[config.mk]
export PLATFORM = sky130hd
export DESIGN_NAME = pipelined_n_bit_adder_flat
export DESIGN_NICKNAME = d
export VERILOG_FILES = /design/src/rtl/pipelined_n_bit_adder_pkg.sv /design/src/rtl/pipelined_n_bit_adder_if.sv /design/src/rtl/pipelined_n_bit_adder_chunk.sv /design/src/rtl/pipelined_n_bit_adder.sv /design/src/flat_wrapper.sv
export SDC_FILE = /design/constraint.sdc
export NUM_CORES = 1
export LEC_CHECK = 0
export BUFFER_PORTS_ARGS = -buffer_cell sky130_fd_sc_hd__buf_2
export CORE_UTILIZATION = 52
export DETAILED_ROUTE_END_ITERATION = 10
export PLACE_DENSITY = 0.77
export SLEW_MARGIN = 0
export SYNTH_ARGS = -nofsm -noshare
export SYNTH_HDL_FRONTEND = slang
export SYNTH_SLANG_ARGS = --single-unit
[constraint.sdc]
create_clock -name clk -period 3.7 [get_ports clk]
set_input_delay 0.74 -clock clk [delete_from_list [all_inputs] [get_ports clk]]
set_output_delay 0.74 -clock clk [all_outputs]
set_load 0.05 [all_outputs]
[src/rtl/pipelined_n_bit_adder_pkg.sv]
// rtl/pipelined_n_bit_adder_pkg.sv - shared op encoding and stage-count helper for the pipelined adder
package n_bit_adder_pkg;

    typedef enum logic {
        OP_ADD = 1'b0,
        OP_SUB = 1'b1
    } op_e;

    // Number of registered ripple slices; each slice is also one cycle of latency.
    function automatic int stages_of(input int n, input int chunk);
        return n / chunk;
    endfunction

endpackage

[src/rtl/pipelined_n_bit_adder_if.sv]
// rtl/pipelined_n_bit_adder_if.sv - operand/result handshake bundle for the pipelined adder
interface pipelined_n_bit_adder_if
    import n_bit_adder_pkg::*;
#(
    parameter int N = 32
) ();
    logic         in_valid;
    logic         in_ready;
    logic [N-1:0] in_a;
    logic [N-1:0] in_b;
    logic         in_cin;
    op_e          in_op;
    logic         out_valid;
    logic         out_ready;
    logic [N-1:0] out_sum;
    logic         out_carry;
    logic         out_ovf;

    // Producer of operands and consumer of results.
    modport master (
        output in_valid, in_a, in_b, in_cin, in_op, out_ready,
        input  in_ready, out_valid, out_sum, out_carry, out_ovf
    );

    // The adder itself.
    modport slave (
        input  in_valid, in_a, in_b, in_cin, in_op, out_ready,
        output in_ready, out_valid, out_sum, out_carry, out_ovf
    );
endinterface

[src/rtl/pipelined_n_bit_adder_chunk.sv]
// rtl/pipelined_n_bit_adder_chunk.sv - full adder cell and CHUNK-bit ripple slice
module full_adder (
    input  logic a,
    input  logic b,
    input  logic ci,
    output logic s,
    output logic co
);
    assign s  = a ^ b ^ ci;
    assign co = (a & b) | (ci & (a ^ b));
endmodule

module adder_chunk #(
    parameter int CHUNK = 8
) (
    input  logic [CHUNK-1:0] a,
    input  logic [CHUNK-1:0] b,
    input  logic             cin,
    output logic [CHUNK-1:0] sum,
    output logic             cout,
    output logic             cmsb
);
    // Each bit owns its carry nets so the ripple chain is a plain feed-forward path.
    for (genvar i = 0; i < CHUNK; i++) begin : g_bit
        logic ci;
        logic co;
        if (i == 0) begin : g_lsb
            assign ci = cin;
        end else begin : g_chain
            assign ci = g_bit[i-1].co;
        end
        full_adder u_fa (
            .a  (a[i]),
            .b  (b[i]),
            .ci (ci),
            .s  (sum[i]),
            .co (co)
        );
    end

    assign cout = g_bit[CHUNK-1].co;
    // Carry into the top bit; XOR with cout gives signed overflow for the final slice.
    assign cmsb = g_bit[CHUNK-1].ci;
endmodule

[src/rtl/pipelined_n_bit_adder.sv]
// rtl/pipelined_n_bit_adder.sv - N-bit add/subtract split into registered CHUNK-bit ripple stages
module pipelined_n_bit_adder
    import n_bit_adder_pkg::*;
#(
    parameter int N     = 32,
    parameter int CHUNK = 8
) (
    input  logic                  clk,
    input  logic                  rst_n,
    pipelined_n_bit_adder_if.slave bus
);
    localparam int STAGES = stages_of(N, CHUNK);

    if ((N % CHUNK) != 0 || STAGES < 1) begin : g_bad_width
        $error("pipelined_n_bit_adder: N must be a positive multiple of CHUNK");
    end

    // One global enable: a result waiting on the consumer freezes the whole pipe.
    logic stall;
    logic en;
    assign stall        = bus.out_valid && !bus.out_ready;
    assign en           = !stall;
    assign bus.in_ready = en;

    // Stage k consumes the low CHUNK bits of the operands it is handed, forwards the
    // unconsumed upper bits and appends its slice to the accumulated sum.
    for (genvar k = 0; k < STAGES; k++) begin : g_stage
        localparam int REM  = N - k * CHUNK;
        localparam int DONE = (k + 1) * CHUNK;

        logic [REM-1:0]   a_in;
        logic [REM-1:0]   b_in;
        logic             c_in;
        logic             v_in;
        logic [CHUNK-1:0] s_chunk;
        logic             c_out;
        logic             c_msb;
        logic [DONE-1:0]  s_next;
        logic             v_q;
        logic             c_q;
        logic [DONE-1:0]  s_q;

        if (k == 0) begin : g_head
            // Subtraction is A + ~B + !cin, so B and the carry are inverted on entry.
            assign a_in   = bus.in_a;
            assign b_in   = (bus.in_op == OP_SUB) ? ~bus.in_b : bus.in_b;
            assign c_in   = (bus.in_op == OP_SUB) ? ~bus.in_cin : bus.in_cin;
            assign v_in   = bus.in_valid;
            assign s_next = s_chunk;
        end else begin : g_body
            assign a_in   = g_stage[k-1].g_fwd.a_q;
            assign b_in   = g_stage[k-1].g_fwd.b_q;
            assign c_in   = g_stage[k-1].c_q;
            assign v_in   = g_stage[k-1].v_q;
            assign s_next = {s_chunk, g_stage[k-1].s_q};
        end

        adder_chunk #(.CHUNK(CHUNK)) u_chunk (
            .a    (a_in[CHUNK-1:0]),
            .b    (b_in[CHUNK-1:0]),
            .cin  (c_in),
            .sum  (s_chunk),
            .cout (c_out),
            .cmsb (c_msb)
        );

        // Valid advances every enabled cycle; data is captured only for real beats so
        // bubble contents never leak into the stage registers.
        always_ff @(posedge clk or negedge rst_n) begin
            if (!rst_n) begin
                v_q <= 1'b0;
                c_q <= 1'b0;
                s_q <= '0;
            end else if (en) begin
                v_q <= v_in;
                if (v_in) begin
                    c_q <= c_out;
                    s_q <= s_next;
                end
            end
        end

        if (k < STAGES - 1) begin : g_fwd
            logic [REM-CHUNK-1:0] a_q;
            logic [REM-CHUNK-1:0] b_q;
            logic                 unused_msb;
            assign unused_msb = c_msb;

            // Skew the not-yet-added operand bits forward to the next slice.
            always_ff @(posedge clk or negedge rst_n) begin
                if (!rst_n) begin
                    a_q <= '0;
                    b_q <= '0;
                end else if (en && v_in) begin
                    a_q <= a_in[REM-1:CHUNK];
                    b_q <= b_in[REM-1:CHUNK];
                end
            end
        end else begin : g_tail
            logic o_q;

            // Signed overflow is decided by the carries around the top bit.
            always_ff @(posedge clk or negedge rst_n) begin
                if (!rst_n) begin
                    o_q <= 1'b0;
                end else if (en && v_in) begin
                    o_q <= c_out ^ c_msb;
                end
            end
        end
    end

    assign bus.out_valid = g_stage[STAGES-1].v_q;
    assign bus.out_sum   = g_stage[STAGES-1].s_q;
    assign bus.out_carry = g_stage[STAGES-1].c_q;
    assign bus.out_ovf   = g_stage[STAGES-1].g_tail.o_q;
endmodule

[src/flat_wrapper.sv]
// flat-port wrapper written by rule: the top's interface ports become plain ports
module pipelined_n_bit_adder_flat import n_bit_adder_pkg::*;
#(
    parameter int N     = 32,
    parameter int CHUNK = 8
)
  (clk, rst_n, bus_in_valid, bus_in_a, bus_in_b, bus_in_cin, bus_in_op, bus_out_ready, bus_in_ready, bus_out_valid, bus_out_sum, bus_out_carry, bus_out_ovf);
  pipelined_n_bit_adder_if #(.N(N)) bus_i ();
  input  logic clk;
  input  logic rst_n;
  input wire logic [$bits(bus_i.in_valid)-1:0] bus_in_valid;
  input wire logic [$bits(bus_i.in_a)-1:0] bus_in_a;
  input wire logic [$bits(bus_i.in_b)-1:0] bus_in_b;
  input wire logic [$bits(bus_i.in_cin)-1:0] bus_in_cin;
  input wire logic [$bits(bus_i.in_op)-1:0] bus_in_op;
  input wire logic [$bits(bus_i.out_ready)-1:0] bus_out_ready;
  output wire logic [$bits(bus_i.in_ready)-1:0] bus_in_ready;
  output wire logic [$bits(bus_i.out_valid)-1:0] bus_out_valid;
  output wire logic [$bits(bus_i.out_sum)-1:0] bus_out_sum;
  output wire logic [$bits(bus_i.out_carry)-1:0] bus_out_carry;
  output wire logic [$bits(bus_i.out_ovf)-1:0] bus_out_ovf;
  assign bus_i.in_valid = bus_in_valid;
  assign bus_i.in_a = bus_in_a;
  assign bus_i.in_b = bus_in_b;
  assign bus_i.in_cin = bus_in_cin;
  assign bus_i.in_op = bus_in_op;
  assign bus_i.out_ready = bus_out_ready;
  assign bus_in_ready = bus_i.in_ready;
  assign bus_out_valid = bus_i.out_valid;
  assign bus_out_sum = bus_i.out_sum;
  assign bus_out_carry = bus_i.out_carry;
  assign bus_out_ovf = bus_i.out_ovf;
  pipelined_n_bit_adder #(.N(N), .CHUNK(CHUNK)) u_core (.clk(clk), .rst_n(rst_n), .bus(bus_i));
endmodule
==> flow_summary.yaml <==
floorplanning:
  dieWidth_um: 127
  core_sq_mm: 0.0152
  num_io_pins: 106
  start_util: 0.533
  die_y_um: 127
  dieArea_sq_mm: 0.0161
  core.rowCount: 45
status:
  status: "finished with violations"
  violations: "negative setup slack"
sta:
  hold_violations: 0
  max_clock_freq_mhz: 259
  fin_skew_ns: 0.00668
  period_minus_slack_ns: 3.86
  report.final.slew_viol_count: 0
  fin_crit_sh: 1.04
  setup_viol_count_final: 1
  setup_slack_ns: -0.161
  hold_slack_ns: 0.355
  tightest_slew_ns: 0.748
  tns_ns: -0.161
  slew_headroom: 0.501
  rsz0062_at_grt: "yes"
global_route:
  grt_start_max_net_pins: 96
  antenna_found_initial: 0
  grt_pass1_vias: 4747
  grt.total_usage: 0.190
  grt_pass1_wl_um: 23400
  gr-total-overflow: 0
cells_and_area:
  fillerInstances: 1127
  drive_gt1_frac: 0.399
  fin_nets: 754
  postLayoutCellArea_sq_mm: 0.00944
  diodes: 0
  final_util: 0.621
  area_growth_pct: 16.6
synth:
  synth.distinct_cells: 23
  synthMuxAreaShare: 0.220
  syn_inst: 545
  synth.avg_cell_area_sq_um: 14.9
  yosysWarningCount: 0
  synth_compound_area_frac: 0.0335
  yosys.area_share.adder: 0.0791
  synth_xor_area_frac: 0.0368
  synth_top_family_by_area: "multiplexers"
  ys_ff_latch: 185
  synth-seq-area-share: 0.572
  synth_area_sq_mm: 0.00810
  synth_nets: 647
  synthSimpleGateAreaFrac: 0.0100
routing:
  vias: 4387
  dr.pass1.iters: 4
  via_per_inst: 5.15
  drt_iter0_markers: 173
  wirelength_um: 13800
  ant_nets: 0
  drcViolationCount: 0
  wire_per_inst_um: 16.2
power_and_ir_drop:
  leakagePower_uw: 0.00430
  max-vdd-ir-drop_v: 0.000438
  p_per_area_mw_per_mm2: 912
clock_tree:
  cts_buffers: 17
  cts_tree: "built"
  root_buffer: "clkbuf_16"
  cts_htree_levels: 4
  path_clk_slew_ns: 0.06
  postCtsHoldBufs: 0
  clk_path_buf_depth: 2
  cts_num_sinks: 185
  clock_latency_ns: 0.43
place:
  gp_congestion: 0.789
  place_hpwl_um: 9300
  post-place-ws_ns: -0.674
  port_buffers: 105
  place_area_sq_mm: 0.00883
setup_path:
  crit_required_ns: 4.01
  crit_fanout: 1
  cp-start-kind: "input pin"
  end_kind: "flip-flop"
  critical_path_class: "input pin to flip-flop"
  crit_arrival_ns: 4.17
worst_hold_path:
  hold_class: "input pin to async pin"
run:
  maxCapViolCount: 0
-- power by group --
part           leakage [uW]  switching, uW  total (uW)  internal, uW
Sequential          0.00214            521        3490          2970
Clock              0.000279            720        1760          1040
Combinational       0.00188           1870        3360          1490
-- Yosys cell counts (all sizes together) --
library cell  count  share of area
dfrtp           185           0.57
mux2            138           0.20
inv              46          0.021
a21oi            45          0.028
fa               32          0.079
xnor2            31          0.034
buf              25          0.026
mux2i            15          0.019
o21ai             8         0.0049
nand2             5         0.0045
nand3             5         0.0031
clkbuf            4         0.0019
xor2              3         0.0032
a31oi             1        0.00077
and2              1        0.00077
nand2b            1         0.0017
-- logic make-up (layout without fill, tap and decap cells) --
logic type                 count (synthesis)  after routing
DFF                                      185            185
and+or+nand+nor                           12             12
adders and majority gates                 32             32
buffers and inverters                     75            194
AOI/OAI and AO/OA                         54             54
xor gates and xnor gates                  34             34
muxes                                    153            153
-- path summary, 6_finish.rpt --
check,start,end,slack [ns],cells past startpoint
worst max-delay path,bus_in_b[0],u_core.g_stage[0].s_q[7],-0.16,12
worst min register to register,u_core.g_stage[1].g_fwd.b_q[13],u_core.g_stage[2].g_fwd.b_q[5],0.48,1
min in group clk,u_core.g_stage[1].g_fwd.b_q[13],u_core.g_stage[2].g_fwd.b_q[5],0.48,1
max in group asynchronous,rst_n,u_core.g_stage[1].g_fwd.b_q[10],2.44,2
worst min-delay path,rst_n,u_core.bus.out_sum[1],0.36,1
worst max register to register,u_core.g_stage[2].g_fwd.b_q[0],u_core.bus.out_ovf,0.11,13
-- cell usage in the layout (no fill, tap or decap) --
cell	Yosys	routed
a21oi_1	45	45
a31oi_1	1	1
and2_2	0	1
buf_12	0	3
buf_2	10	102
buf_4	1	10
buf_6	13	1
bufinv_16	0	2
clkbuf_1	4	3
clkbuf_16	0	17
clkbuf_8	0	4
clkinv_2	0	4
clkinvlp_4	0	2
dfrtp_1	185	185
fa_1	32	6
fa_2	0	26
inv_1	46	37
inv_2	0	9
mux2_1	60	60
mux2_2	57	57
mux2_4	21	21
mux2i_1	15	15
nand2_1	2	1
nand2_2	1	2
nand2_4	2	2
nand2b_4	1	1
nand3_1	5	5
o21ai_0	8	7
o21ai_1	0	1
xnor2_1	31	30
xnor2_4	0	1
xor2_1	3	3
-- repair_timing --
item / 4_1_cts / 5_1_grt
pin swaps: 9 / 10
endpoints found under the setup margin: 5 / 4
setup buffers: 0 / 1
resized for setup: 13 / 5
-- registers in the layout, indices dropped and copies added (netlist names) --
name / count
u_core.g_stage.g_fwd.b_q: 48
u_core.g_stage.v_q: 3
u_core.g_stage.c_q: 3
u_core.bus.out_ovf: 1
u_core.bus.out_carry: 1
u_core.g_stage.s_q: 48
u_core.bus.out_sum: 32
u_core.bus.out_valid: 1
u_core.g_stage.g_fwd.a_q: 48
-- routing by layer --
layer / vias to the layer above / track usage / routed length [um]
met5: - / 0 / 0
met4: 0 / 0.0763 / 269
met3: 19 / 0.0434 / 455
met2: 82 / 0.321 / 7040
met1: 2258 / 0.240 / 6020
li1: 2028 / - / -
-- per-stage QoR --
step | cells | total power, uW
after floorplan | 545 | 6080
after global placement | 820 | 6730
after detailed placement | 820 | 6930
after CTS | 851 | 8730
after global routing | 852 | 9210
final | 852 | 8610
-- cell type report --
type | count | area, sq um | share of cell area
Timing Repair Buffer | 117 | 671 | 0.0710
Clock buffer | 23 | 478 | 0.0506
Clock inverter | 8 | 95.1 | 0.0101
Sequential cell | 185 | 4630 | 0.490
Inverter | 46 | 173 | 0.0183
Tap cell | 188 | 235 | 0.0249
Multi-Input combinational cell | 285 | 3160 | 0.335
-- worst max-delay path: stages --
cell     delay [ns]
buf_4          0.13
xnor2_4        0.12
fa_2           0.36
fa_2           0.34
fa_2           0.35
fa_2           0.35
fa_2           0.36
fa_2           0.35
fa_2           0.34
inv_2          0.06
fa_1           0.39
mux2_2         0.27
Note: power is estimated with default switching activity, not from simulation.
